<file path="config.mk">
export PLATFORM = sky130hd
export DESIGN_NAME = param_updown_counter_flat
export DESIGN_NICKNAME = d
export VERILOG_FILES = /design/src/rtl/param_updown_counter_if.sv /design/src/rtl/param_updown_counter.sv /design/src/flat_wrapper.sv
export SDC_FILE = /design/constraint.sdc
export NUM_CORES = 1
export LEC_CHECK = 0
export CORE_AREA = 2 2 39 41
export DETAILED_ROUTE_END_ITERATION = 8
export DIE_AREA = 0 0 41 43
export PLACE_DENSITY_LB_ADDON = 0.2
export RECOVER_POWER = 25
export SETUP_SLACK_MARGIN = 0.3
export SLEW_MARGIN = 20
export SYNTH_ARGS = -nofsm -noshare
export SYNTH_HDL_FRONTEND = slang
export SYNTH_SLANG_ARGS = --single-unit
</file>
<file path="constraint.sdc">
create_clock -name clk -period 2.3 [get_ports clk]
set_input_delay 0.69 -clock clk [delete_from_list [all_inputs] [get_ports clk]]
set_output_delay 0.69 -clock clk [all_outputs]
set_load 0.1 [all_outputs]
</file>
<file path="src/rtl/param_updown_counter_if.sv">
// Control/status bundle for param_updown_counter: load/count controls in,
// registered count and range/event flags out.
interface param_updown_counter_if #(
   parameter int WIDTH = 4
);
   logic             load;
   logic             en;
   logic             up_and_down;
   logic [WIDTH-1:0] d;
   logic [WIDTH-1:0] q;
   logic             at_max;
   logic             at_min;
   logic             wrap;
   logic             sat;

   modport master (
      output load, en, up_and_down, d,
      input  q, at_max, at_min, wrap, sat
   );

   modport slave (
      input  load, en, up_and_down, d,
      output q, at_max, at_min, wrap, sat
   );
endinterface

</file>
<file path="src/rtl/param_updown_counter.sv">
// Up/down counter over 0..MODULUS-1 with clamped parallel load, wrap or
// saturate at the range ends, and registered one-cycle wrap/sat event flags.
module param_updown_counter #(
   parameter int              WIDTH    = 4,
   parameter longint unsigned MODULUS  = 16,
   parameter bit              SATURATE = 1'b0
) (
   input  logic                 clk,
   input  logic                 reset,
   param_updown_counter_if.slave bus
);
   // MODULUS may equal 2^WIDTH, so derive the top value in 64-bit first.
   localparam logic [WIDTH-1:0] MAX_Q = WIDTH'(MODULUS - 64'd1);

   logic [WIDTH-1:0] q_reg, q_next;
   logic             wrap_reg, wrap_next;
   logic             sat_reg, sat_next;
   logic             at_top, at_bottom;

   assign at_top    = (q_reg == MAX_Q);
   assign at_bottom = (q_reg == '0);

   always_comb begin
      q_next    = q_reg;
      wrap_next = 1'b0;
      sat_next  = 1'b0;
      if (bus.load) begin
         q_next = (bus.d > MAX_Q) ? MAX_Q : bus.d;
      end else if (bus.en) begin
         if (bus.up_and_down) begin
            if (!at_top) begin
               q_next = q_reg + WIDTH'(1);
            end else if (SATURATE) begin
               sat_next = 1'b1;
            end else begin
               q_next    = '0;
               wrap_next = 1'b1;
            end
         end else begin
            if (!at_bottom) begin
               q_next = q_reg - WIDTH'(1);
            end else if (SATURATE) begin
               sat_next = 1'b1;
            end else begin
               q_next    = MAX_Q;
               wrap_next = 1'b1;
            end
         end
      end
   end

   always_ff @(posedge clk) begin
      if (reset) begin
         q_reg    <= '0;
         wrap_reg <= 1'b0;
         sat_reg  <= 1'b0;
      end else begin
         q_reg    <= q_next;
         wrap_reg <= wrap_next;
         sat_reg  <= sat_next;
      end
   end

   assign bus.q      = q_reg;
   assign bus.at_max = at_top;
   assign bus.at_min = at_bottom;
   assign bus.wrap   = wrap_reg;
   assign bus.sat    = sat_reg;
endmodule

</file>
<file path="src/flat_wrapper.sv">
// flat-port wrapper written by rule: the top's interface ports become plain ports
module param_updown_counter_flat 
#(
   parameter int              WIDTH    = 4,
   parameter longint unsigned MODULUS  = 16,
   parameter bit              SATURATE = 1'b0
)
  (clk, reset, bus_load, bus_en, bus_up_and_down, bus_d, bus_q, bus_at_max, bus_at_min, bus_wrap, bus_sat);
  param_updown_counter_if #(.WIDTH(WIDTH)) bus_i ();
  input  logic clk;
  input  logic reset;
  input wire logic [$bits(bus_i.load)-1:0] bus_load;
  input wire logic [$bits(bus_i.en)-1:0] bus_en;
  input wire logic [$bits(bus_i.up_and_down)-1:0] bus_up_and_down;
  input wire logic [$bits(bus_i.d)-1:0] bus_d;
  output wire logic [$bits(bus_i.q)-1:0] bus_q;
  output wire logic [$bits(bus_i.at_max)-1:0] bus_at_max;
  output wire logic [$bits(bus_i.at_min)-1:0] bus_at_min;
  output wire logic [$bits(bus_i.wrap)-1:0] bus_wrap;
  output wire logic [$bits(bus_i.sat)-1:0] bus_sat;
  assign bus_i.load = bus_load;
  assign bus_i.en = bus_en;
  assign bus_i.up_and_down = bus_up_and_down;
  assign bus_i.d = bus_d;
  assign bus_q = bus_i.q;
  assign bus_at_max = bus_i.at_max;
  assign bus_at_min = bus_i.at_min;
  assign bus_wrap = bus_i.wrap;
  assign bus_sat = bus_i.sat;
  param_updown_counter #(.WIDTH(WIDTH), .MODULUS(MODULUS), .SATURATE(SATURATE)) u_core (.clk(clk), .reset(reset), .bus(bus_i));
endmodule
</file>
### After elaboration in Yosys (flattened, before gate mapping)

Index checks and enable logic that the tools add are counted.

* bits in registers: 5
* latch bits: 0
* RAM bits: 0
* ROM bits: 0
* input bits: 9
* output and inout bits: 8
* word-level logic and storage cells: 19
* memories kept: 0

* add/sub/neg operators: 2
* multiply operators: 0
* divide/modulo/power cells: 0
* order comparisons: 1
* eq/ne operators: 1
* shift-type cells: 0
* mux-type cells: 9
* bitwise logic cells: 1
* reduce and logical (&&, ||, !) cells: 3

Operator list (number)
* 4-bit two-way mux: 6
* 4-bit by 1-bit adder with 4-bit output (second input constant): 1
* 4-bit equality test (second input constant): 1
* 4-bit > comparator (second input constant): 1
* 4-bit zero test: 1
* 4-bit by 1-bit subtractor with 4-bit output (second input constant): 1
* 1-bit two-way mux: 3
* 3-bit OR reduction: 1
* 2-bit nonzero test: 1
* 1-bit NOT: 1

### Depth between registers and ports, before layout

* depth after elaboration: 5
* depth in mapped cells: 6
* mapped depth without buffers: 6

### Least setup slack after synthesis

OpenSTA, ideal clock, no wires.

* kind: reg2out
* from: register u_core.q_reg[0], in the netlist u_core.bus.q[0]
* to: output port bus_at_min
* arrival: 3.242 ns
* data required time: 1.610 ns
* setup slack: -1.632 ns
* cell stages (with the launch flop): 4
* buffers on the path: 0
* cell sequence: dfxtp_1 > inv_1 > ha_1 > nor3b_1

* cells in the longest elaborated chain, start to end: 1

RTL lines
* from (decl): RTL line param_updown_counter.sv:15 `logic [WIDTH-1:0] q_reg, q_next;`
* from (signal assigned): RTL line param_updown_counter.sv:58 `q_reg <= q_next;`
* 4-bit zero test: RTL line param_updown_counter.sv:21 `assign at_bottom = (q_reg == '0);`
* to (decl): RTL line flat_wrapper.sv:18 `output wire logic [$bits(bus_i.at_min)-1:0] bus_at_min;`

No other way between the ends.

### Worst setup path in the final report

* from: register u_core.q_reg[0], in the netlist u_core.bus.q[0]
* to: output port bus_at_max

* cells in the longest elaborated chain, start to end: 1

RTL lines
* 4-bit equality test: RTL line param_updown_counter.sv:20 `assign at_top = (q_reg == MAX_Q);`
* to (decl): RTL line flat_wrapper.sv:17 `output wire logic [$bits(bus_i.at_max)-1:0] bus_at_max;`

No other way between the ends.

==> results.json <==
{
  "run_status": "completed",
  "setup.worst_path.end_class": "output pin",
  "cp_slowest_cell": "sky130_fd_sc_hd__dfxtp_4",
  "synth-warning-count": 0,
  "critical_path.n_buffers_inverters": 1,
  "start_util": 0.297,
  "setup_violations": 0,
  "wl_met3_um": 62,
  "peak_supply_drop_mv": 0.291,
  "synth_area_leaders": "sky130_fd_sc_hd__dfxtp_1 (24%), sky130_fd_sc_hd__ha_1 (6.1%), sky130_fd_sc_hd__a21oi_1 (4.9%)",
  "fp_rows": 14,
  "topRoutingLayerUsed": "met3",
  "ff2ff_setup_slack_ns": 0.78,
  "remaining_number_of_nets_flagged_by_the_antenna_check_after_routing": 0,
  "synth_enable_flop_cells": 0,
  "cell_count_of_the_worst_reg_to_reg_path": 6,
  "wl_per_cell_um": 11.0,
  "fin_setup_tns_ns": 0,
  "detail_route.vias_per_cell": 5.10,
  "synth_largest_type_area_fraction": 0.244,
  "final_hold_viol_count": 0,
  "buffer_ports.inserted": 15,
  "netSwitchingFraction": 0.421,
  "timing.final.crit_period_ns": 1.91,
  "cts_root_buf": "sky130_fd_sc_hd__clkbuf_4",
  "io_pins": 17,
  "ys_ff_latch": 5,
  "timing.fmax_mhz": 523,
  "internal_power_mw": 0.222,
  "instance_area_after_placement_um2": 616,
  "total_switching_power_mw": 0.161,
  "fill_cell_count": 137,
  "post_cts.resized_instances": 0,
  "route.vias.total": 418,
  "met2_wl_post_dr_um": 435,
  "syn_nets": 61,
  "die-height_um": 43,
  "netlist_area_um2": 410,
  "drtPass1Iterations": 4,
  "aggregate_routed_wire_length_um": 904,
  "cts_max_level": 1,
  "route.detailed.drc": 0,
  "worst_min_delay_path_category": "flop to flop",
  "synth_cell_types": 31,
  "area_delta_synth_final_pct": 56.4,
  "start_kind": "flop",
  "cp_data_required_time_ns": 1.61,
  "global_route_total_overflow": 0,
  "post_synth_most_frequent_cells": "sky130_fd_sc_hd__dfxtp_1 (5), sky130_fd_sc_hd__a21oi_1 (4), sky130_fd_sc_hd__nand2_1 (4)",
  "synth_most_common_cell": "sky130_fd_sc_hd__dfxtp_1",
  "ys_seq_area_frac": 0.244,
  "cts_made_buffers": 3,
  "cts_tree": "done",
  "final_slew_viol_count": 0,
  "dominant_synthesized_flop_cell": "sky130_fd_sc_hd__dfxtp_1",
  "clock_network_power_share": 0.268,
  "worst_path_top_cell_family_by_delay": "flip-flops",
  "tightest_slew_ns": 0.539,
  "max_reg_flops": 4,
  "cap_viol_max_count": 0,
  "gpl.final_weighted_congestion": 0.721,
  "die_area_um2": 1760,
  "postCtsHoldBufs": 0,
  "pwr-share-comb": 0.443,
  "grt_first_pass_wirelength_mm": 1.38,
  "seq_power_share": 0.289,
  "clk_path_buf_depth": 2,
  "dpl.hpwl_um": 694,
  "post-cts-setup-buffer-count": 0,
  "floorplan.die.width_um": 41,
  "whs_path_depth": 2,
  "crit_chain": "ha_2 > and3_4 > buf_12",
  "num-nets-final": 78,
  "synth_area_per_cell_um2": 8.21,
  "critPathMaxFanout": 8,
  "grt_pass1_vias": 329,
  "cp_num_cells": 3,
  "fin_area_um2": 642,
  "power_leakage_nw": 0.251,
  "grt_start_max_net_pins": 13,
  "layout-drive-gt1-share": 0.379,
  "crit_path_max_incr_delay_ns": 0.39,
  "gr_util_all_layers": 0.117,
  "post-synth-top-area-cell": "sky130_fd_sc_hd__dfxtp_1",
  "slew-limit-headroom": 0.642,
  "p_per_area_nw_per_um2": 596,
  "clock_pin_slew_on_the_worst_setup_and_hold_paths_ns": 0.04,
  "wl_met1_um": 406,
  "rsz0062_at_grt": "no",
  "antenna_cells": 0,
  "cts.sinks": 5,
  "critical_path_class": "flop to output pin",
  "arrival_time_reported_for_the_critical_path_endpoint_ns": 1.22,
  "detailedRoute.firstIterationViolations": 6,
  "synth-async-reset-ratio": 0,
  "final.setup_skew_ns": 0.00208,
  "finalCritPeriodShare": 0.832,
  "clk-insertion-delay-late_ns": 0.24,
  "fp.coreArea_um2": 1380,
  "postSynthCellCount": 50,
  "antenna_found_initial": 0
}
==> stage by stage <==
stage | instances | utilization | hold WS [ns] | power (mW) | setup WS [ns]
CTS | 82 | 0.464 | 0.625 | 0.388 | 0.317
floorplan | 50 | - | 0.746 | 0.237 | 0.103
global placement | 78 | 0.445 | 0.607 | 0.282 | 0.0885
detailed placement | 78 | 0.445 | 0.617 | 0.282 | 0.0620
finish | 82 | 0.464 | 0.626 | 0.382 | 0.386
global route | 82 | 0.464 | 0.671 | 0.406 | 0.331
==> worst min-delay path, delay by kind of cell (launching register included) <==
kind | cells | cell delay [ns]
AO/OA/AOI/OAI | 1 | 0.07
AND/OR/NAND/NOR | 1 | 0.14
flip-flops | 1 | 0.38
==> power by group through the flow <==
stage / Sequential, mW / Clock (mW) / Combinational, mW
floorplan: 0.147 / 0 / 0.0901
global placement: 0.112 / 0 / 0.170
detailed placement: 0.112 / 0 / 0.170
CTS: 0.110 / 0.107 / 0.171
global route: 0.113 / 0.114 / 0.179
finish: 0.111 / 0.103 / 0.169
==> routing by layer <==
layer | GRT usage | up-vias
met5 | 0 | -
met4 | 0.0200 | 0
met3 | 0.0785 | 0
met2 | 0.144 | 13
met1 | 0.170 | 194
li1 | - | 211
==> layout make-up <==
class	count	area [µm²]	area share
timing repair buffer	16	156	0.244
clock buffer	4	26.3	0.0409
inverter	3	16.3	0.0253
tap	16	20.0	0.0312
multi-input combinational	38	308	0.480
sequential	5	115	0.179
==> logic make-up after synthesis <==
logic type,count (synthesis),share of synthesized area
DFF,5,0.244
adders and majority gates,2,0.0610
buffers and inverters,7,0.0945
xor gates and xnor gates,2,0.0427
and+or+nand+nor,19,0.281
other,1,0.00914
muxes,2,0.0518
AOI/OAI and AO/OA,12,0.216
==> worst paths after layout <==
| check | startpoint | endpoint |
|---|---|---|
| min reg2reg | u_core.bus.q[3] | u_core.bus.q[3] |
| max reg2reg | u_core.bus.q[0] | u_core.bus.q[3] |
| max | u_core.bus.q[0] | bus_at_max |
| min | u_core.bus.q[3] | u_core.bus.q[3] |
==> layout by cell type, fill, tap and decap left out, types with 2 or more instances in the layout <==
| cell type | Yosys | layout |
|---|---|---|
| sky130_fd_sc_hd__clkdlybuf4s50_1 | 0 | 6 |
| sky130_fd_sc_hd__buf_4 | 1 | 5 |
| sky130_fd_sc_hd__a21oi_1 | 4 | 4 |
| sky130_fd_sc_hd__nand2_1 | 4 | 4 |
| sky130_fd_sc_hd__dfxtp_4 | 0 | 4 |
| sky130_fd_sc_hd__nor2_1 | 3 | 3 |
| sky130_fd_sc_hd__clkbuf_4 | 0 | 3 |
| sky130_fd_sc_hd__inv_4 | 0 | 2 |
| sky130_fd_sc_hd__a21boi_0 | 2 | 2 |
| sky130_fd_sc_hd__nand3b_1 | 2 | 2 |
| sky130_fd_sc_hd__xor2_1 | 2 | 2 |
| sky130_fd_sc_hd__clkbuf_1 | 1 | 2 |
| sky130_fd_sc_hd__buf_12 | 0 | 2 |
Power figures use the tool's default switching activity.
